## config.mk

```make
export PLATFORM = sky130hd
export DESIGN_NAME = serial_adder_ctrl_flat
export DESIGN_NICKNAME = d
export VERILOG_FILES = /design/src/rtl/serial_adder_ctrl_if.sv /design/src/rtl/serial_adder_ctrl.sv /design/src/flat_wrapper.sv
export SDC_FILE = /design/constraint.sdc
export NUM_CORES = 1
export LEC_CHECK = 0
export CAP_MARGIN = 10
export CORE_ASPECT_RATIO = 1.5
export CORE_MARGIN = 2
export CORE_UTILIZATION = 56
export CTS_CLUSTER_SIZE = 25
export DETAILED_ROUTE_END_ITERATION = 10
export PLACE_DENSITY = 0.83
export SLEW_MARGIN = 20
export SYNTH_ARGS = -nofsm -noshare
export SYNTH_HDL_FRONTEND = slang
export SYNTH_SLANG_ARGS = --single-unit
export TNS_END_PERCENT = 1
```

## constraint.sdc

```tcl
create_clock -name clk -period 2.9 [get_ports clk]
set_input_delay 0.435 -clock clk [delete_from_list [all_inputs] [get_ports clk]]
set_output_delay 0.435 -clock clk [all_outputs]
set_load 0.01 [all_outputs]
```

## src/rtl/serial_adder_ctrl_if.sv

```systemverilog
// Handshake/operand bundle for the bit-serial adder: the requester drives the
// operands and start, the adder returns status and the registered result.
interface serial_adder_ctrl_if #(
  parameter int WIDTH = 8
);
  logic             start;
  logic [WIDTH-1:0] a;
  logic [WIDTH-1:0] b;
  logic             carry_in;
  logic             busy;
  logic             done;
  logic [WIDTH-1:0] sum;
  logic             carry_out;

  modport master (
    output start, a, b, carry_in,
    input  busy, done, sum, carry_out
  );

  modport slave (
    input  start, a, b, carry_in,
    output busy, done, sum, carry_out
  );
endinterface

```

## src/rtl/serial_adder_ctrl.sv

```systemverilog
// Bit-serial WIDTH-bit adder: operands are latched on start, then one full-adder
// slice consumes one bit per clock, LSB first, and the result is posted with a done pulse.
module serial_adder_ctrl #(
  parameter int WIDTH = 8
) (
  input  logic               clk,
  input  logic               rst,
  serial_adder_ctrl_if.slave bus
);

  localparam int CNT_W = (WIDTH > 1) ? $clog2(WIDTH) : 1;
  localparam logic [CNT_W-1:0] LAST = CNT_W'(WIDTH - 1);

  typedef enum logic [1:0] {
    IDLE  = 2'd0,
    SHIFT = 2'd1,
    DONE  = 2'd2
  } state_t;

  state_t           state;
  logic [WIDTH-1:0] a_sr;
  logic [WIDTH-1:0] b_sr;
  logic [WIDTH-1:0] acc;
  logic             c_reg;
  logic [CNT_W-1:0] cnt;
  logic             busy_r;
  logic             done_r;
  logic [WIDTH-1:0] sum_r;
  logic             carry_r;

  logic             s_bit;
  logic             c_bit;
  logic [WIDTH-1:0] acc_nxt;

  // Full adder built from two half adders; returns {carry, sum}.
  function automatic logic [1:0] fa_with_ha(input logic x, input logic y, input logic ci);
    logic s1, c1, c2;
    s1 = x ^ y;
    c1 = x & y;
    c2 = s1 & ci;
    return {c1 | c2, s1 ^ ci};
  endfunction

  // New bit enters at the MSB; written as shifts so WIDTH=1 needs no empty slice.
  always_comb begin
    {c_bit, s_bit} = fa_with_ha(a_sr[0], b_sr[0], c_reg);
    acc_nxt = (acc >> 1) | (WIDTH'(s_bit) << (WIDTH - 1));
  end

  always_ff @(posedge clk or posedge rst) begin
    if (rst) begin
      state   <= IDLE;
      a_sr    <= '0;
      b_sr    <= '0;
      acc     <= '0;
      c_reg   <= 1'b0;
      cnt     <= '0;
      busy_r  <= 1'b0;
      done_r  <= 1'b0;
      sum_r   <= '0;
      carry_r <= 1'b0;
    end else begin
      case (state)
        IDLE: begin
          done_r <= 1'b0;
          if (bus.start) begin
            a_sr   <= bus.a;
            b_sr   <= bus.b;
            c_reg  <= bus.carry_in;
            cnt    <= '0;
            busy_r <= 1'b1;
            state  <= SHIFT;
          end
        end
        SHIFT: begin
          acc   <= acc_nxt;
          a_sr  <= a_sr >> 1;
          b_sr  <= b_sr >> 1;
          c_reg <= c_bit;
          cnt   <= cnt + 1'b1;
          if (cnt == LAST) begin
            sum_r   <= acc_nxt;
            carry_r <= c_bit;
            busy_r  <= 1'b0;
            done_r  <= 1'b1;
            state   <= DONE;
          end
        end
        DONE: begin
          done_r <= 1'b0;
          if (bus.start) begin
            a_sr   <= bus.a;
            b_sr   <= bus.b;
            c_reg  <= bus.carry_in;
            cnt    <= '0;
            busy_r <= 1'b1;
            state  <= SHIFT;
          end else begin
            state <= IDLE;
          end
        end
        default: begin
          busy_r <= 1'b0;
          done_r <= 1'b0;
          state  <= IDLE;
        end
      endcase
    end
  end

  assign bus.busy      = busy_r;
  assign bus.done      = done_r;
  assign bus.sum       = sum_r;
  assign bus.carry_out = carry_r;

endmodule

```

## src/flat_wrapper.sv

```systemverilog
// flat-port wrapper written by rule: the top's interface ports become plain ports
module serial_adder_ctrl_flat 
#(
  parameter int WIDTH = 8
)
  (clk, rst, bus_start, bus_a, bus_b, bus_carry_in, bus_busy, bus_done, bus_sum, bus_carry_out);
  serial_adder_ctrl_if #(.WIDTH(WIDTH)) bus_i ();
  input  logic clk;
  input  logic rst;
  input wire logic [$bits(bus_i.start)-1:0] bus_start;
  input wire logic [$bits(bus_i.a)-1:0] bus_a;
  input wire logic [$bits(bus_i.b)-1:0] bus_b;
  input wire logic [$bits(bus_i.carry_in)-1:0] bus_carry_in;
  output wire logic [$bits(bus_i.busy)-1:0] bus_busy;
  output wire logic [$bits(bus_i.done)-1:0] bus_done;
  output wire logic [$bits(bus_i.sum)-1:0] bus_sum;
  output wire logic [$bits(bus_i.carry_out)-1:0] bus_carry_out;
  assign bus_i.start = bus_start;
  assign bus_i.a = bus_a;
  assign bus_i.b = bus_b;
  assign bus_i.carry_in = bus_carry_in;
  assign bus_busy = bus_i.busy;
  assign bus_done = bus_i.done;
  assign bus_sum = bus_i.sum;
  assign bus_carry_out = bus_i.carry_out;
  serial_adder_ctrl #(.WIDTH(WIDTH)) u_core (.clk(clk), .rst(rst), .bus(bus_i));
endmodule
```

Word-level counts from Yosys, hierarchy flattened
Cells that the tools add are included.
- register bits after elaboration: 41
- input bits: 20
- output and inout bits: 11
- logic and storage cells: 47
- $add $sub $neg: 1
- equality and inequality tests: 6
- mux-type cells: 17
- bitwise gates (word level): 6
- reductions and logical operators: 7
- operator list (cell ; count):
    $pmux 8 s2 ; 2
    $mux 8 ; 2
    $or 7x8->8 ; 1
    $reduce_and 2->1 ; 4
    $mux 1 ; 6
    $pmux 2 s3 ; 1
    $pmux 3 s2 ; 1
    $mux 2 ; 2
    $ne 2x1->1 const B ; 2
    $pmux 1 s2 ; 2
    $add 3x1->3 const B ; 1
    $eq 3x3->1 const B ; 1
    $mux 3 ; 1
    $and 1x1->1 ; 2
    $eq 2x1->1 const B ; 1
    $eq 2x2->1 const B ; 1
    $logic_not 2->1 ; 1
    $ne 2x2->1 const B ; 1
    $reduce_bool 2->1 ; 1
    $reduce_or 2->1 ; 1
    $xor 1x1->1 ; 2
    $or 1x1->1 ; 1

Longest topological paths before layout
Gate-level depths: netlist of the first run.
- depth in word-level cells: 4
- gate-level depth with buffers: 6
- depth with buffers taken out: 5

Least setup slack after synthesis of the first run
No wires, ideal clock.
- path kind: reg-to-reg
- start point: register u_core.cnt[0]
- end point: register u_core.carry_r, in the netlist u_core.bus.carry_out
- library setup time: 125 ps
- data arrival time: 1253 ps
- data required time: 2775 ps
- setup slack: 1522 ps
- stages on the path, launching flop included: 5
- buffers on the path: 0
- period minus slack after synthesis: 1378 ps
- path through: dfrtp_1 > ha_1 > ha_1 > nand2_8 > mux2_4
- word-level cells in the longest chain between the ends: 2
- ends and longest elaborated chain (what ; line ; text):
    start, declared ; serial_adder_ctrl.sv:25 ; logic [CNT_W-1:0] cnt;
    start signal, assigned ; serial_adder_ctrl.sv:80 ; cnt <= cnt + 1'b1;
    $eq 3x3->1 ; serial_adder_ctrl.sv:81 ; if (cnt == LAST) begin
    $reduce_and 2->1 (no source line) ; - ;
    end signal, assigned ; serial_adder_ctrl.sv:83 ; carry_r <= c_bit;
    end, declared ; serial_adder_ctrl.sv:29 ; logic carry_r;
No other way between the ends.
A chain may end at the register's enable or synchronous reset.

Worst setup path after layout of the first run
- start point: register u_core.state[0]
- end point: register u_core.sum_r[0], in the netlist u_core.bus.sum[0]
- word-level cells in the longest chain between the ends: 2
- ends and longest elaborated chain (what ; line ; text):
    start, declared ; serial_adder_ctrl.sv:20 ; state_t state;
    start signal, assigned ; serial_adder_ctrl.sv:52 ; state <= IDLE;
    start signal, assigned ; serial_adder_ctrl.sv:72 ; state <= SHIFT;
    start signal, assigned ; serial_adder_ctrl.sv:86 ; state <= DONE;
    $eq 2x1->1 ; serial_adder_ctrl.sv:63 ; case (state)
    $reduce_and 2->1 (no source line) ; - ;
    end signal, assigned ; serial_adder_ctrl.sv:82 ; sum_r <= acc_nxt;
    end, declared ; serial_adder_ctrl.sv:28 ; logic [WIDTH-1:0] sum_r;
No other way between the ends.

==> results of run 1 <==
## layer usage
metal | part of all wire | global-route usage | routed length (um)
met2 | 0.52 | 0.304 | 1710
met1 | 0.41 | 0.248 | 1360
met5 | 0 | 0 | 0
met4 | 0.030 | 0.108 | 100
met3 | 0.041 | 0.0482 | 137
## path summary, 6_finish.rpt
check,startpoint,to,slack [ns]
setup reg to reg,u_core.state[0]$_DFFE_PP0P_,u_core.bus.sum[0]$_DFFE_PP0P_,0.91
setup / recovery,u_core.state[0]$_DFFE_PP0P_,u_core.bus.sum[0]$_DFFE_PP0P_,0.91
hold reg to reg,u_core.acc[1]$_DFFE_PP0N_,u_core.acc[1]$_DFFE_PP0N_,0.49
min in group asynchronous,rst,u_core.a_sr[1]$_DFFE_PP0P_,0.56
max in group asynchronous,rst,u_core.bus.sum[5]$_DFFE_PP0P_,1.99
hold / removal,u_core.acc[1]$_DFFE_PP0N_,u_core.acc[1]$_DFFE_PP0N_,0.49
## metrics by stage
step	util	instances	hold WS [ns]	total power, mW	instance area, um2
global placement	0.676	224	0.474	1.89	2140
CTS	0.705	232	0.494	2.33	2230
finish	0.705	232	0.488	2.31	2230
floorplan	-	164	0.446	1.68	1840
detailed placement	0.676	224	0.477	1.95	2140
global route	0.705	232	0.520	2.47	2230
## cells in the final DEF (no fill, tap or decap)
| cell | synthesis | final |
|---|---|---|
| o21ai_0 | 5 | 5 |
| nor2_1 | 9 | 9 |
| nor3_1 | 4 | 4 |
| mux2i_1 | 11 | 11 |
| nand2_8 | 1 | 1 |
| nor2b_1 | 10 | 10 |
| ha_1 | 2 | 2 |
| inv_1 | 2 | 2 |
| nand3_1 | 5 | 5 |
| mux2_4 | 9 | 9 |
| nand2_1 | 24 | 24 |
| clkbuf_1 | 4 | 2 |
| a22oi_1 | 2 | 2 |
| fa_1 | 1 | 1 |
| nand2b_1 | 2 | 2 |
| buf_4 | 2 | 2 |
| a21oi_1 | 9 | 9 |
| nor2b_4 | 1 | 1 |
| a211oi_1 | 9 | 9 |
| dfrtp_1 | 40 | 40 |
| a22o_1 | 2 | 2 |
| o22ai_1 | 4 | 4 |
| clkbuf_8 | 0 | 6 |
| clkdlybuf4s50_1 | 0 | 30 |
## area by class of cell
type	instances	area, um2	area share
flip-flops and latches	40	1000	0.449
multi-input cells	110	763	0.343
repair buffers	32	315	0.142
clock buffers	8	90.1	0.0404
well taps	40	50.0	0.0225
inverters	2	7.51	0.00337
## power by group
part	total [mW]	leakage, nW	internal (mW)	switching [mW]
Clock	0.371	0.0455	0.194	0.178
Sequential	1.05	0.488	0.819	0.228
Combinational	0.889	0.466	0.492	0.397
## synthesized netlist by cell type (all sizes together)
library cell  count  share of area
buf               8          0.028
mux2              9          0.074
nand2            25          0.060
a21oi             9          0.025
o21ai             5          0.014
mux2i            11          0.060
o22ai             4          0.014
dfrtp            40           0.54
ha                2          0.014
nand3             5          0.014
fa                1          0.011
inv               2         0.0041
nor2              9          0.018
a22o              2         0.0095
clkbuf            4         0.0082
nor2b            11          0.042
a22oi             2         0.0082
nor3              4          0.011
a211oi            9          0.037
nand2b            2         0.0068
## critical path: stages (launching register included)
cell and delay (ns):
dfrtp_1 0.84, nor2b_4 0.56, nand2_8 0.15, mux2_4 0.32
## kinds of logic after synthesis
family                     after synthesis  synth area share
adders and majority gates                3            0.0245
DFF                                     40             0.545
AOI/OAI and AO/OA                       31             0.106
muxes                                   20             0.133
buffers and inverters                   14            0.0402
and+or+nand+nor                         56             0.151
==> summary.txt, run 1 <==
Outcome
  – Status: finished clean

Logic synthesis
  – Post-Syn Instances: about 160
  – Mean Syn Cell Area: between 10 and 15 um2
  – Sequential share of the synthesized area: 0.545
  – Ys Warns: 0
  – Post-synth cell types: 24
  – Synthesized area: ~0.0018 mm2
  – Synth Register Bits: 40
  – Syn Nets: 187

Detailed routing
  – Antenna Nets Post-Route: 0
  – DR pass1 iterations: 4
  – WL/cell: roughly 14 um
  – Vias/cell: 5.48
  – Detailed Route Iter0 Violations: 21
  – Drt total wl: 3310 um
  – DRC: 0
  – Vias: 1,272

CTS
  – Root buf cell: clkbuf_8
  – H-tree Lvls: 2
  – Clk slew on worst S/H paths: around 0.07 ns
  – Worst skew pair latency: 0.29 ns
  – Post-CTS setup buffer count: 0
  – Hold-fix buffers at CTS: 0
  – Clock buffer depth: 2
  – Sink Count: 40
  – CTS tree: yes
  – Post-CTS sizing: 0
  – CTS buffer count: 5

Global routing
  – First-pass GRT wire length: 5320 um
  – GRT Residual Overflow: 0
  – Initial antenna violation count: 0
  – Vias in the first global route: 1,132
  – Largest net degree at the start of global routing: 41
  – Global Route Usage Sum: 0.194

Timing
  – Slew @ Worst Pin: ~0.77 ns
  – Max Freq: 0.502 GHz
  – Final setup violating endpoints: 0
  – Headroom to the max-slew limit: 0.487
  – RSZ-0062 raised after global routing: no
  – Clock period minus worst slack: 1.99 ns
  – TNS Setup: 0 ns
  – Final Hold Fails: 0
  – Worst Clk Skew: between 0.003 and 0.004 ns
  – Final period util: 0.686
  – Fin. max-slew vios: 0
  – Worst setup margin: between 0.9 and 1 ns

Pwr
  – Pwr Density: ~1000 mW/mm2
  – Static leakage: around 1 nW
  – VDD IR-drop max: roughly 0.63 mV

Setup path
  – Worst R2R Path Depth: 3
  – Crit path kind: flip-flop to flip-flop
  – Element type at the critical path end: flip-flop
  – CP startpoint kind: flip-flop
  – CP required: 3.08 ns
  – Crit path DAT: ~2.2 ns
  – CP max FO: 27

Die
  – Die Width: 50.8 um
  – DIE AREA: roughly 0.0038 mm2
  – Initial Util: 0.582
  – Core box area: 0.00316 mm2
  – I/O pins: 31
  – Die height: around 74 um
  – Std-Cell Rows: 25

Cells and area
  – Area delta synth->final: 21.2%
  – Ant diodes: 0
  – Layout cells sized above 1: 0.0990
  – Fillers: 245
  – Nets: 214

Job
  – Max Cap Viol: 0

Placement
  – Input/output buffers: 30
  – Worst slack at placement: just over 0.9 ns
  – DP HPWL: 2330 um
  – Routability congestion estimate: roughly 0.77

Hold path
  – Hold Path Cell Cnt: 2
  – Worst hold path type: flip-flop to flip-flop
No activity file was read; power rests on OpenSTA's default activity.
==> run 2, diff against run 1 <==
- CORE_UTILIZATION: 56 -> 47
- PLACE_DENSITY: 0.83 -> 0.74
- clock period: 2.9 -> 1.8 ns (I/O delays scaled with it)
==> run 2 against run 1 <==
  * Sequential power rose by 54%
  * Cell count up 3.4%
  * Wire length rose by 2.1%
  * Worst hold slack lost 0.090 ns
  * First-iteration DRC count down 4.8%
  * Sequential share of layout area decreased by 1.1 points
  * Clock power up 62%
  * Power rose by 64%
  * Setup slack worse by 0.61 ns
  * Count of clock-buffer cells in the layout unchanged
  * Combinational power up 75%
  * Sequential cell count did not move
==> summary.txt, run 2 (synthesized netlist as in run 1, its figures left out) <==
Outcome
  – Status: finished clean

Global routing
  – Largest net degree at the start of global routing: 41 (unchanged)
  – Global Route Usage Sum: 0.183 (-0.0111)
  – Vias in the first global route: 1,361 (+20%)
  – GRT Residual Overflow: 0 (unchanged)
  – First-pass GRT wire length: 5910 um (+11%)
  – Initial antenna violation count: 0 (unchanged)

Detailed routing
  – WL/cell: 14.1 um (-1.3%)
  – Detailed Route Iter0 Violations: 20 (-4.8%)
  – Met2 WL: 1780 um (+4.0%)
  – Vias: 1,288 (+1.3%)
  – Drt total wl: 3380 um (+2.1%)
  – DRC: 0 (unchanged)
  – Max layer used: met4
  – M1 WL: 1410 um (+3.8%)
  – Wire length on met3: 142 um (+3.6%)
  – DR pass1 iterations: 4 (unchanged)
  – Vias/cell: 5.37 (-2.1%)
  – Antenna Nets Post-Route: 0 (unchanged)

Pwr
  – Seq pwr share: 0.428 (-0.026)
  – Clock Power Share: 0.159 (-0.002)
  – Switching part of the total power: 0.344 (-0.00404)
  – Combinational power share: 0.413 (+0.028)
  – Int Pwr: 2.48 mW (+65%)
  – VDD IR-drop max: 0.880 mV (+40%)
  – Static leakage: 1.03 nW (+2.9%)
  – Pwr Density: 1660 mW/mm2 (+60%)
  – Switch Pwr: 1.30 mW (+62%)

Cells and area
  – Ant diodes: 0 (unchanged)
  – Most frequent cells in the layout: 40 x dfrtp_1, 30 x clkdlybuf4s50_1, 24 x nand2_1
  – Fillers: 332 (+36%)
  – Design area: 0.00228 mm2 (+2.4%)
  – Area delta synth->final: 24.1%
  – Commonest non-fill, non-tap cell in the layout: dfrtp_1
  – Final Non-Filler Cells: 240 (+3.4%)
  – Area occupied by registers: 0.00100 mm2 (unchanged)
  – Multi-input logic area: 763 um2 (unchanged)
  – Layout cells sized above 1: 0.122 (+0.0229)
  – Nets: 219 (+2.3%)

CTS
  – Worst skew pair latency: 0.29 ns (about the same)
  – Hold-fix buffers at CTS: 0 (unchanged)
  – Root buf cell: clkbuf_8
  – Sink Count: 40 (unchanged)
  – Clock buffer depth: 2 (unchanged)
  – CTS buffer count: 5 (unchanged)
  – Clk slew on worst S/H paths: 0.07 ns (about the same)
  – CTS tree: yes
  – Post-CTS sizing: 0 (unchanged)
  – H-tree Lvls: 2 (unchanged)
  – Post-CTS setup buffer count: 0 (unchanged)

Setup path
  – Crit path DAT: 1.23 ns (-0.94 ns)
  – CP startpoint kind: flip-flop
  – Max incr delay on CP: 0.55 ns (-0.29 ns)
  – Crit. path cell count: 1 (-2)
  – Worst Path Buf+Inv: 1 (+1)
  – Crit-path cells: clkdlybuf4s50_1
  – Crit path kind: flip-flop to primary output
  – Critical path's slowest cell: clkdlybuf4s50_1
  – Worst R2R Path Depth: 4 (+1)
  – CP delay by family, top: buffers and inverters
  – CP required: 1.53 ns (-1.55 ns)
  – CP max FO: 3 (-89%)
  – Element type at the critical path end: primary output
  – CP Launch Point: u_core.bus.busy$_DFFE_PP0P_
  – FF-to-FF Start: u_core.cnt[0]$_DFFE_PP0P_

Timing
  – Slew @ Worst Pin: 0.498 ns (-0.272 ns)
  – Headroom to the max-slew limit: 0.668 (+0.181)
  – Final Hold Fails: 0 (unchanged)
  – Clock period minus worst slack: between 1 and 1.5 ns
  – Worst Clk Skew: 0.00532 ns (+0.00213 ns)
  – TNS Setup: 0 ns (unchanged)
  – Final setup violating endpoints: 0 (unchanged)
  – Fin. max-slew vios: 0 (unchanged)
  – Max Freq: 0.668 GHz
  – Final period util: 0.832
  – RSZ-0062 raised after global routing: no

Placement
  – Routability congestion estimate: 0.725 (-6.4%)
  – Placed Instance Area: 0.00219 mm2 (+2.5%)
  – Placed cell count: 232 (+3.6%)
  – DP HPWL: 2460 um (+5.9%)
  – Input/output buffers: 30 (unchanged)

Job
  – Max Cap Viol: 0 (unchanged)

Die
  – Die height: 80.6 um (+8.7%)
  – Initial Util: 0.495 (-0.0872)
  – I/O pins: 31 (unchanged)
  – Core box area: 0.00372 mm2 (+18%)
  – Die Width: 55.1 um (+8.4%)
  – DIE AREA: 0.00444 mm2 (+18%)
  – Std-Cell Rows: 27 (+8.0%)

Hold path
  – Worst hold path type: input port to async pin
[run 2: cell types whose count changed in the layout (fill, tap and decap cells not counted)]
cell,before,now
buf_12,0,1
buf_4,2,6
[run 2: final timing paths]
| path | endpoint | slack, ns |
|---|---|---|
| setup / recovery | bus_busy | 0.30 |
| hold / removal | u_core.bus.sum[4]$_DFFE_PP0P_ | 0.40 |
| setup reg to reg | u_core.bus.sum[3]$_DFFE_PP0P_ | 0.32 |
| hold reg to reg | u_core.acc[1]$_DFFE_PP0N_ | 0.48 |
| max in group asynchronous | u_core.acc[4]$_DFFE_PP0N_ | 1.06 |
| min in group clk | u_core.acc[1]$_DFFE_PP0N_ | 0.48 |
[run 2: final cells by class]
| cell class | instances | area share |
|---|---|---|
| Tap cell | 43 | 0.0236 |
| Timing Repair Buffer | 37 | 0.160 |
| Multi-Input combinational cell | 110 | 0.335 |
| Inverter | 2 | 0.00329 |
| Sequential cell | 40 | 0.439 |
| Clock buffer | 8 | 0.0395 |
[run 2: metrics by stage]
step	power, mW	hold WS [ns]	setup slack, ns	utilization
after CTS	3.82	0.421	0.304	0.614
after floorplan	2.70	0.398	0.422	-
after global routing	4.10	0.467	0.262	0.614
after global placement	3.11	0.465	0.256	0.590
after detailed placement	3.22	0.476	0.203	0.590
final	3.78	0.398	0.303	0.614
[run 2: power by group through the flow]
stage | sequential [mW] | combinational, mW | clock (mW)
after detailed placement | 1.64 | 1.58 | 0
final | 1.62 | 1.56 | 0.600
after global routing | 1.68 | 1.77 | 0.648
after floorplan | 1.59 | 1.11 | 0
after global placement | 1.61 | 1.51 | 0
after CTS | 1.62 | 1.58 | 0.618
[run 2: layer usage]
| layer | vias up | global-route usage |
|---|---|---|
| met1 | 619 | 0.219 |
| met5 | - | 0 |
| met3 | 6 | 0.0335 |
| met2 | 32 | 0.305 |
| li1 | 631 | - |
| met4 | 0 | 0.0878 |
